--- config.mk ---
export PLATFORM = sky130hd
export DESIGN_NAME = multdiv_unit_flat
export DESIGN_NICKNAME = d
export VERILOG_FILES = /design/src/rtl/multdiv_unit_if.sv /design/src/rtl/multdiv_unit.sv /design/src/flat_wrapper.sv
export SDC_FILE = /design/constraint.sdc
export NUM_CORES = 1
export LEC_CHECK = 0
export CORE_AREA = 2 2 167 169
export CTS_CLUSTER_DIAMETER = 80
export CTS_CLUSTER_SIZE = 16
export DETAILED_ROUTE_END_ITERATION = 8
export DIE_AREA = 0 0 169 171
export PLACE_DENSITY = 0.75
export SETUP_SLACK_MARGIN = 0.15
export SYNTH_ARGS = -nofsm -noshare
export SYNTH_HDL_FRONTEND = slang
export SYNTH_SLANG_ARGS = --single-unit
--- constraint.sdc ---
create_clock -name clock -period 4.85 [get_ports clock]
set_input_delay 1.455 -clock clock [delete_from_list [all_inputs] [get_ports clock]]
set_output_delay 1.455 -clock clock [all_outputs]
set_load 0.02 [all_outputs]
--- src/rtl/multdiv_unit_if.sv ---
// Execute-stage <-> multiply/divide unit connection: operands, start pulses, result and status.
// Latency: none (wires only).
// Backpressure: none; the pipeline stalls on busy and resumes on data_resultRDY.
interface multdiv_unit_if #(
    parameter int WIDTH = 32
);
    logic [WIDTH-1:0] data_operandA;
    logic [WIDTH-1:0] data_operandB;
    logic             ctrl_MULT;
    logic             ctrl_DIV;
    logic [WIDTH-1:0] data_result;
    logic             data_exception;
    logic             data_resultRDY;
    logic             busy;

    // Execute stage side: supplies operands and start pulses, consumes result.
    modport master (
        output data_operandA,
        output data_operandB,
        output ctrl_MULT,
        output ctrl_DIV,
        input  data_result,
        input  data_exception,
        input  data_resultRDY,
        input  busy
    );

    // Unit side.
    modport slave (
        input  data_operandA,
        input  data_operandB,
        input  ctrl_MULT,
        input  ctrl_DIV,
        output data_result,
        output data_exception,
        output data_resultRDY,
        output busy
    );
endinterface

--- src/rtl/multdiv_unit.sv ---
// Iterative signed 32-bit multiply (radix-4 Booth) / divide (restoring) unit.
// Latency: MULT completes 17 edges after start, DIV 34 edges; RDY pulses the cycle after.
// Backpressure: none; a new start at any time aborts the current op and restarts.
module multdiv_unit #(
    parameter int WIDTH = 32
) (
    input  logic          clock,
    input  logic          reset,
    multdiv_unit_if.slave mdu
);

    localparam int W = WIDTH;

    typedef enum logic [1:0] {
        ST_IDLE = 2'd0,
        ST_MULT = 2'd1,
        ST_DIV  = 2'd2,
        ST_DONE = 2'd3
    } state_t;

    // Terminal counts: last Booth step, and the sign-fix cycle of a divide.
    localparam logic [5:0] MULT_LAST = 6'd15;
    localparam logic [5:0] DIV_FIX  = 6'd32;

    state_t state_q, state_d;

    // Shared datapath: P is the Booth accumulator / division remainder,
    // Q is the multiplier / dividend-then-quotient, M the multiplicand / |divisor|.
    logic [W:0]   p_q,   p_d;
    logic [W-1:0] q_q,   q_d;
    logic         qm1_q, qm1_d;
    logic [W-1:0] m_q,   m_d;
    logic [5:0]   cnt_q, cnt_d;

    // Per-operation flags captured at start.
    logic is_div_q, is_div_d;
    logic neg_q,    neg_d;
    logic div0_q,   div0_d;
    logic ovf_q,    ovf_d;

    // Architected outputs; only change at completion or reset.
    logic [W-1:0] res_q, res_d;
    logic         exc_q, exc_d;
    logic         rdy_q, rdy_d;

    // Control strobes from the FSM output process.
    logic start_mult;
    logic start_div;
    logic mult_step;
    logic div_step;
    logic sign_fix;
    logic finish;

    // Datapath helper signals.
    logic [W-1:0] abs_a;
    logic [W-1:0] abs_b;
    logic [W+2:0] m_ext;
    logic [W+2:0] booth_add;
    logic [W+2:0] booth_sum;
    logic [W:0]   div_shift;
    logic [W:0]   div_trial;
    logic [W:0]   prod_hi;

    // State register.
    always_ff @(posedge clock or negedge reset) begin
        if (!reset) begin
            state_q <= ST_IDLE;
        end else begin
            state_q <= state_d;
        end
    end

    // Next-state: a start pulse always wins (MULT over DIV), otherwise walk the op.
    always_comb begin
        state_d = state_q;
        if (mdu.ctrl_MULT) begin
            state_d = ST_MULT;
        end else if (mdu.ctrl_DIV) begin
            state_d = ST_DIV;
        end else begin
            case (state_q)
                ST_IDLE: state_d = ST_IDLE;
                ST_MULT: if (cnt_q == MULT_LAST) state_d = ST_DONE;
                ST_DIV:  if (cnt_q == DIV_FIX)   state_d = ST_DONE;
                ST_DONE: state_d = ST_IDLE;
                default: state_d = ST_IDLE;
            endcase
        end
    end

    // FSM outputs: one datapath strobe per cycle; a start suppresses everything else.
    always_comb begin
        start_mult = 1'b0;
        start_div  = 1'b0;
        mult_step  = 1'b0;
        div_step   = 1'b0;
        sign_fix   = 1'b0;
        finish     = 1'b0;
        if (mdu.ctrl_MULT) begin
            start_mult = 1'b1;
        end else if (mdu.ctrl_DIV) begin
            start_div = 1'b1;
        end else begin
            case (state_q)
                ST_MULT: mult_step = 1'b1;
                ST_DIV: begin
                    if (cnt_q == DIV_FIX) sign_fix = 1'b1;
                    else                  div_step = 1'b1;
                end
                ST_DONE: finish = 1'b1;
                default: ;
            endcase
        end
    end

    // Operand magnitudes for the divider.
    assign abs_a = mdu.data_operandA[W-1] ? (~mdu.data_operandA + 1'b1) : mdu.data_operandA;
    assign abs_b = mdu.data_operandB[W-1] ? (~mdu.data_operandB + 1'b1) : mdu.data_operandB;

    // Booth digit select: two guard bits above P so that +/-2M never overflows the add.
    assign m_ext = {{3{m_q[W-1]}}, m_q};
    always_comb begin
        booth_add = '0;
        case ({q_q[1:0], qm1_q})
            3'b001, 3'b010: booth_add = m_ext;
            3'b011:         booth_add = m_ext << 1;
            3'b100:         booth_add = ~(m_ext << 1) + 1'b1;
            3'b101, 3'b110: booth_add = ~m_ext + 1'b1;
            default:        booth_add = '0;
        endcase
    end
    assign booth_sum = {{2{p_q[W]}}, p_q} + booth_add;

    // Restoring step: shift the next dividend bit into the remainder and trial-subtract.
    assign div_shift = {p_q[W-1:0], q_q[W-1]};
    assign div_trial = div_shift - {1'b0, m_q};

    // Bits 63..31 of the product; all equal means it fits in signed 32 bits.
    assign prod_hi = {p_q[W-1:0], q_q[W-1]};

    // Datapath next-state: load on start, iterate, sign-fix, publish on finish.
    always_comb begin
        p_d      = p_q;
        q_d      = q_q;
        qm1_d    = qm1_q;
        m_d      = m_q;
        cnt_d    = cnt_q;
        is_div_d = is_div_q;
        neg_d    = neg_q;
        div0_d   = div0_q;
        ovf_d    = ovf_q;
        res_d    = res_q;
        exc_d    = exc_q;
        rdy_d    = 1'b0;

        if (start_mult) begin
            p_d      = '0;
            q_d      = mdu.data_operandB;
            qm1_d    = 1'b0;
            m_d      = mdu.data_operandA;
            cnt_d    = '0;
            is_div_d = 1'b0;
            neg_d    = 1'b0;
            div0_d   = 1'b0;
            ovf_d    = 1'b0;
        end else if (start_div) begin
            p_d      = '0;
            q_d      = abs_a;
            qm1_d    = 1'b0;
            m_d      = abs_b;
            cnt_d    = '0;
            is_div_d = 1'b1;
            neg_d    = mdu.data_operandA[W-1] ^ mdu.data_operandB[W-1];
            div0_d   = (mdu.data_operandB == '0);
            ovf_d    = (mdu.data_operandA == {1'b1, {(W-1){1'b0}}}) &&
                       (mdu.data_operandB == {W{1'b1}});
        end else if (mult_step) begin
            // Arithmetic shift of {sum, Q, q-1} right by two.
            p_d   = booth_sum[W+2:2];
            q_d   = {booth_sum[1:0], q_q[W-1:2]};
            qm1_d = q_q[1];
            cnt_d = cnt_q + 6'd1;
        end else if (div_step) begin
            if (!div_trial[W]) begin
                p_d = div_trial;
                q_d = {q_q[W-2:0], 1'b1};
            end else begin
                p_d = div_shift;
                q_d = {q_q[W-2:0], 1'b0};
            end
            cnt_d = cnt_q + 6'd1;
        end else if (sign_fix) begin
            // Truncation toward zero: negate the magnitude quotient when signs differ.
            if (neg_q) q_d = ~q_q + 1'b1;
            cnt_d = cnt_q + 6'd1;
        end else if (finish) begin
            rdy_d = 1'b1;
            if (is_div_q) begin
                res_d = div0_q ? '0 : q_q;
                exc_d = div0_q | ovf_q;
            end else begin
                res_d = q_q;
                exc_d = !((&prod_hi) || (prod_hi == '0));
            end
        end
    end

    // Datapath and output registers; reset clears everything and kills any pending RDY.
    always_ff @(posedge clock or negedge reset) begin
        if (!reset) begin
            p_q      <= '0;
            q_q      <= '0;
            qm1_q    <= 1'b0;
            m_q      <= '0;
            cnt_q    <= '0;
            is_div_q <= 1'b0;
            neg_q    <= 1'b0;
            div0_q   <= 1'b0;
            ovf_q    <= 1'b0;
            res_q    <= '0;
            exc_q    <= 1'b0;
            rdy_q    <= 1'b0;
        end else begin
            p_q      <= p_d;
            q_q      <= q_d;
            qm1_q    <= qm1_d;
            m_q      <= m_d;
            cnt_q    <= cnt_d;
            is_div_q <= is_div_d;
            neg_q    <= neg_d;
            div0_q   <= div0_d;
            ovf_q    <= ovf_d;
            res_q    <= res_d;
            exc_q    <= exc_d;
            rdy_q    <= rdy_d;
        end
    end

    // All outputs come straight from registers; busy drops as the unit returns to IDLE with RDY.
    assign mdu.data_result    = res_q;
    assign mdu.data_exception = exc_q;
    assign mdu.data_resultRDY = rdy_q;
    assign mdu.busy           = (state_q != ST_IDLE);

endmodule

--- src/flat_wrapper.sv ---
// flat-port wrapper written by rule: the top's interface ports become plain ports
module multdiv_unit_flat 
#(
    parameter int WIDTH = 32
)
  (clock, reset, mdu_data_operandA, mdu_data_operandB, mdu_ctrl_MULT, mdu_ctrl_DIV, mdu_data_result, mdu_data_exception, mdu_data_resultRDY, mdu_busy);
  multdiv_unit_if #(.WIDTH(WIDTH)) mdu_i ();
  input  logic clock;
  input  logic reset;
  input wire logic [$bits(mdu_i.data_operandA)-1:0] mdu_data_operandA;
  input wire logic [$bits(mdu_i.data_operandB)-1:0] mdu_data_operandB;
  input wire logic [$bits(mdu_i.ctrl_MULT)-1:0] mdu_ctrl_MULT;
  input wire logic [$bits(mdu_i.ctrl_DIV)-1:0] mdu_ctrl_DIV;
  output wire logic [$bits(mdu_i.data_result)-1:0] mdu_data_result;
  output wire logic [$bits(mdu_i.data_exception)-1:0] mdu_data_exception;
  output wire logic [$bits(mdu_i.data_resultRDY)-1:0] mdu_data_resultRDY;
  output wire logic [$bits(mdu_i.busy)-1:0] mdu_busy;
  assign mdu_i.data_operandA = mdu_data_operandA;
  assign mdu_i.data_operandB = mdu_data_operandB;
  assign mdu_i.ctrl_MULT = mdu_ctrl_MULT;
  assign mdu_i.ctrl_DIV = mdu_ctrl_DIV;
  assign mdu_data_result = mdu_i.data_result;
  assign mdu_data_exception = mdu_i.data_exception;
  assign mdu_data_resultRDY = mdu_i.data_resultRDY;
  assign mdu_busy = mdu_i.busy;
  multdiv_unit #(.WIDTH(WIDTH)) u_core (.clock(clock), .reset(reset), .mdu(mdu_i));
endmodule
==> flow_summary.ini, run 1 <==
[floorplanning]
die_x_um = 169
start_util_pct = 53.95
die_y_um = 171
rows = 61
coreArea_sq_mm = 0.02732
ios = 103
die-area_sq_mm = 0.02890

[setup_path]
path_cells = nor4_2, buf_4, nand4_1, or3_4, nor2_1, nand2_1, o21ai_1, xnor2_1, a32oi_1, o21ai_0, ha_1, a21o_1, a21o_1, a21oi_1, o21ai_0, o21ba_2, a21oi_1, or3_1, and3_1
worst-r2r-cell-count = 19
arrival_ns = 4.84
path_max_fanout = 6
start_kind = register
cpPeakStageDelay_ns = 0.44
path_delay_family = simple AND/OR/NAND/NOR gates
setup.worst_path.class = reg2reg
ff2ff_setup_slack_ns = 0.33
end_kind = register
r2r_start = u_core.m_q[0]
critPathBufInv = 1
worstPathRequired_ns = 5.17
cp_slowest_cell = dfrtp_2
r2r-end = u_core.p_q[32]

[hold_path]
hold_depth = 2
worstHoldStart = u_core.mdu.data_result[5]
worstHoldEndpoint = u_core.mdu.data_result[5]
min_path_type = reg2reg

[clocking]
insertion_delay_ns = 0.44
clock_sinks = 144
cts_root_buffer = clkbuf_16
path_clk_slew_ns = 0.07
cts_tree = yes
clockBufferDepth = 2
htree_levels = 4
cts_inserted_buffers = 17

[sta]
fmax_mhz = 221.1
fin_skew_ns = 0.01590
drv_slew = 0
worst_pin_slew_ns = 1.097
rsz0062_at_grt = yes
slew_headroom_pct = 26.89
final-hold-violation-count = 0
finalCriticalPeriod_ns = 4.523
fin_crit_sh_pct = 93.27
setup_viol = 0
fin_tns_setup_ns = 0

[synth]
ys.flop_type = dfrtp_1
seq_area_frac_synth_pct = 24.45
synth-compound-area-share_pct = 30.59
avgSynthCellArea_sq_um = 7.348
ys_types = 74
syn_area_sq_mm = 0.01474
synth_xor_xnor_area_share_pct = 8.497
synth_edf_count = 0
synth_top_family_by_area = compound AO/OA/AOI/OAI gates
synthCells = 2006
async_flop_share_pct = 100.0
ys_ff_latch = 144
synth_warnings = 0
synth-simple-area-share_pct = 21.86
synth_fa_ha_area_share_pct = 6.892
muxShareOfSynthArea_pct = 2.589
synth_fp_nets = 2154

[power_and_ir_drop]
peakVddDrop_mv = 0.2548
p_total_w = 0.006572
p_leak_nw = 7.118
p_per_area_mw_per_mm2 = 384.0

[global_routing]
antenna_found_initial = 0
grt_usage_pct = 36.20
grt_pass1_vias = 15100
grt_pass1_wl_mm = 82.88
gr-total-overflow = 0
grt_max_degree = 82

[drt]
wl_per_cell_um = 21.64
dr.first_iter.drc_count = 2044
dr.pass1.iters = 7
vias = 16250
ant_nets = 0
drc = 0
wl_mm = 52.85
viasPerCell = 6.656

[layout]
final_core_util_pct = 62.64
mostFrequentLayoutCells = nand2_1 (281), o21ai_0 (229), a21oi_1 (164), nor2_1 (147), dfrtp_1 (140)
drive_gt1_share_pct = 8.687
final_area_sq_mm = 0.01712
nNetsFinal = 2230
synthToLayoutAreaGrowth_pct = 16.12
fillers = 2450
fin_cells = 2442
mostFrequentLayoutCell = nand2_1

[place]
postPlaceCellArea_sq_mm = 0.01633
dp_cells = 2402
place_congestion = 1.011
portBuffers = 102
dpl.hpwl_mm = 39.47

[flow_run]
drv_cap = 0

[outcome]
status = complete, no violations
## synthesized netlist by cell type (19+ instances only)
cell | number | share of area, %
a211oi_1 | 36 | 1.8
a21o_1 | 24 | 1.2
a21oi_1 | 164 | 5.6
a22oi_1 | 21 | 1.1
a31oi_1 | 19 | 0.81
clkbuf_1 | 113 | 2.9
dfrtp_1 | 144 | 24
ha_1 | 78 | 6.6
inv_1 | 65 | 1.7
mux2i_1 | 37 | 2.5
nand2_1 | 281 | 7.2
nand3_1 | 32 | 1.1
nand4_1 | 27 | 1.1
nor2_1 | 150 | 3.8
nor3_1 | 48 | 1.6
nor4_1 | 25 | 1.1
o211ai_1 | 23 | 1.2
o21a_1 | 23 | 1.2
o21ai_0 | 237 | 8.0
o22ai_1 | 24 | 1.0
o31ai_1 | 28 | 1.4
or3_1 | 32 | 1.4
xnor2_1 | 70 | 4.2
xor2_1 | 73 | 4.3
## registers in the layout (all words and copies together) (netlist names)
signal,cells
u_core.is_div_q,1
u_core.ovf_q,1
u_core.p_q,33
u_core.div0_q,1
u_core.q_q,32
u_core.cnt_q,6
u_core.mdu.data_resultRDY,1
u_core.neg_q,1
u_core.mdu.data_result,32
u_core.mdu.data_exception,1
u_core.m_q,32
u_core.state_q,2
u_core.qm1_q,1
## tightest hold or removal path, delay by kind of cell, from the launching register on
family / cells / cell delay (ns)
DFF: 1 / 0.34
and+or+nand+nor: 1 / 0.05
AOI/OAI and AO/OA: 1 / 0.06
## what timing repair did
action | in CTS | in global routing
hold buffers | 0 | 0
gates resized for setup | 1 | 38
setup buffers | 0 | 7
pin swaps | 0 | 8
setup endpoints to repair | 3 | 27
## per-stage QoR
step                      hold WS, ns  worst slack [ns]
after floorplan                0.4508            0.2291
after global placement         0.4671            0.2178
after detailed placement       0.4704            0.1791
after CTS                      0.4876            0.1653
after global routing           0.5108            0.1001
final                          0.4835            0.3266
## worst max-delay path by stage
stage | cells past startpoint | from | to | slack, ns
after global placement | 11 | mdu_data_operandA[11] | u_core.q_q[25] | 0.22
after detailed placement | 15 | u_core.m_q[2] | u_core.p_q[18] | 0.18
after global routing | 20 | u_core.m_q[0] | u_core.p_q[30] | 0.10
final | 19 | u_core.m_q[0] | u_core.p_q[32] | 0.33
after floorplan | 21 | u_core.m_q[1] | u_core.p_q[24] | 0.23
after CTS | 17 | u_core.m_q[0] | u_core.p_q[30] | 0.17
## final cells by class
| class | instances | area, sq um | share of cell area (%) |
|---|---|---|---|
| multi-input combinational | 1665 | 10540 | 61.57 |
| sequential | 144 | 3608 | 21.08 |
| timing repair buffer | 187 | 1690 | 9.876 |
| tap | 346 | 432.9 | 2.529 |
| clock buffer | 17 | 425.4 | 2.485 |
| inverter | 67 | 251.5 | 1.469 |
| clock inverter | 15 | 166.4 | 0.9722 |
| antenna | 1 | 2.502 | 0.01462 |
## logic make-up (layout without fill, tap and decap cells)
family                   Yosys count  in the layout
adder cells (fa/ha/maj)           80             80
buffers and inverters            197            286
XOR/XNOR                         143            143
flip-flops                       144            144
multiplexers                      38             38
AO/OA/AOI/OAI                    719            719
AND/OR/NAND/NOR                  685            685
other                              0              1
## metal layers
metal  track usage (%)  vias up  wire, um
li1                  -     7557         -
met1             48.76     7556     21910
met2             57.47      966     23700
met3             4.603      174      4632
met4             18.25        0      2605
met5                 0        -         0
## report_power, final
group	internal, W	switching, W
registers	0.00146	0.000328
logic	0.00137	0.00206
clock network	0.000692	0.000660
(Power assumes the default switching activity.)
==> inputs of run 2 (changes only) <==
--- a/config.mk
+++ b/config.mk
@@ -12,6 +12,7 @@
 export DIE_AREA = 0 0 169 171
 export PLACE_DENSITY = 0.75
 export SETUP_SLACK_MARGIN = 0.15
+export SKIP_LAST_GASP = 1
 export SYNTH_ARGS = -nofsm -noshare
 export SYNTH_HDL_FRONTEND = slang
 export SYNTH_SLANG_ARGS = --single-unit
==> results of run 2 <==
No change in the layout: final DEF, timing and power equal those of run 1.
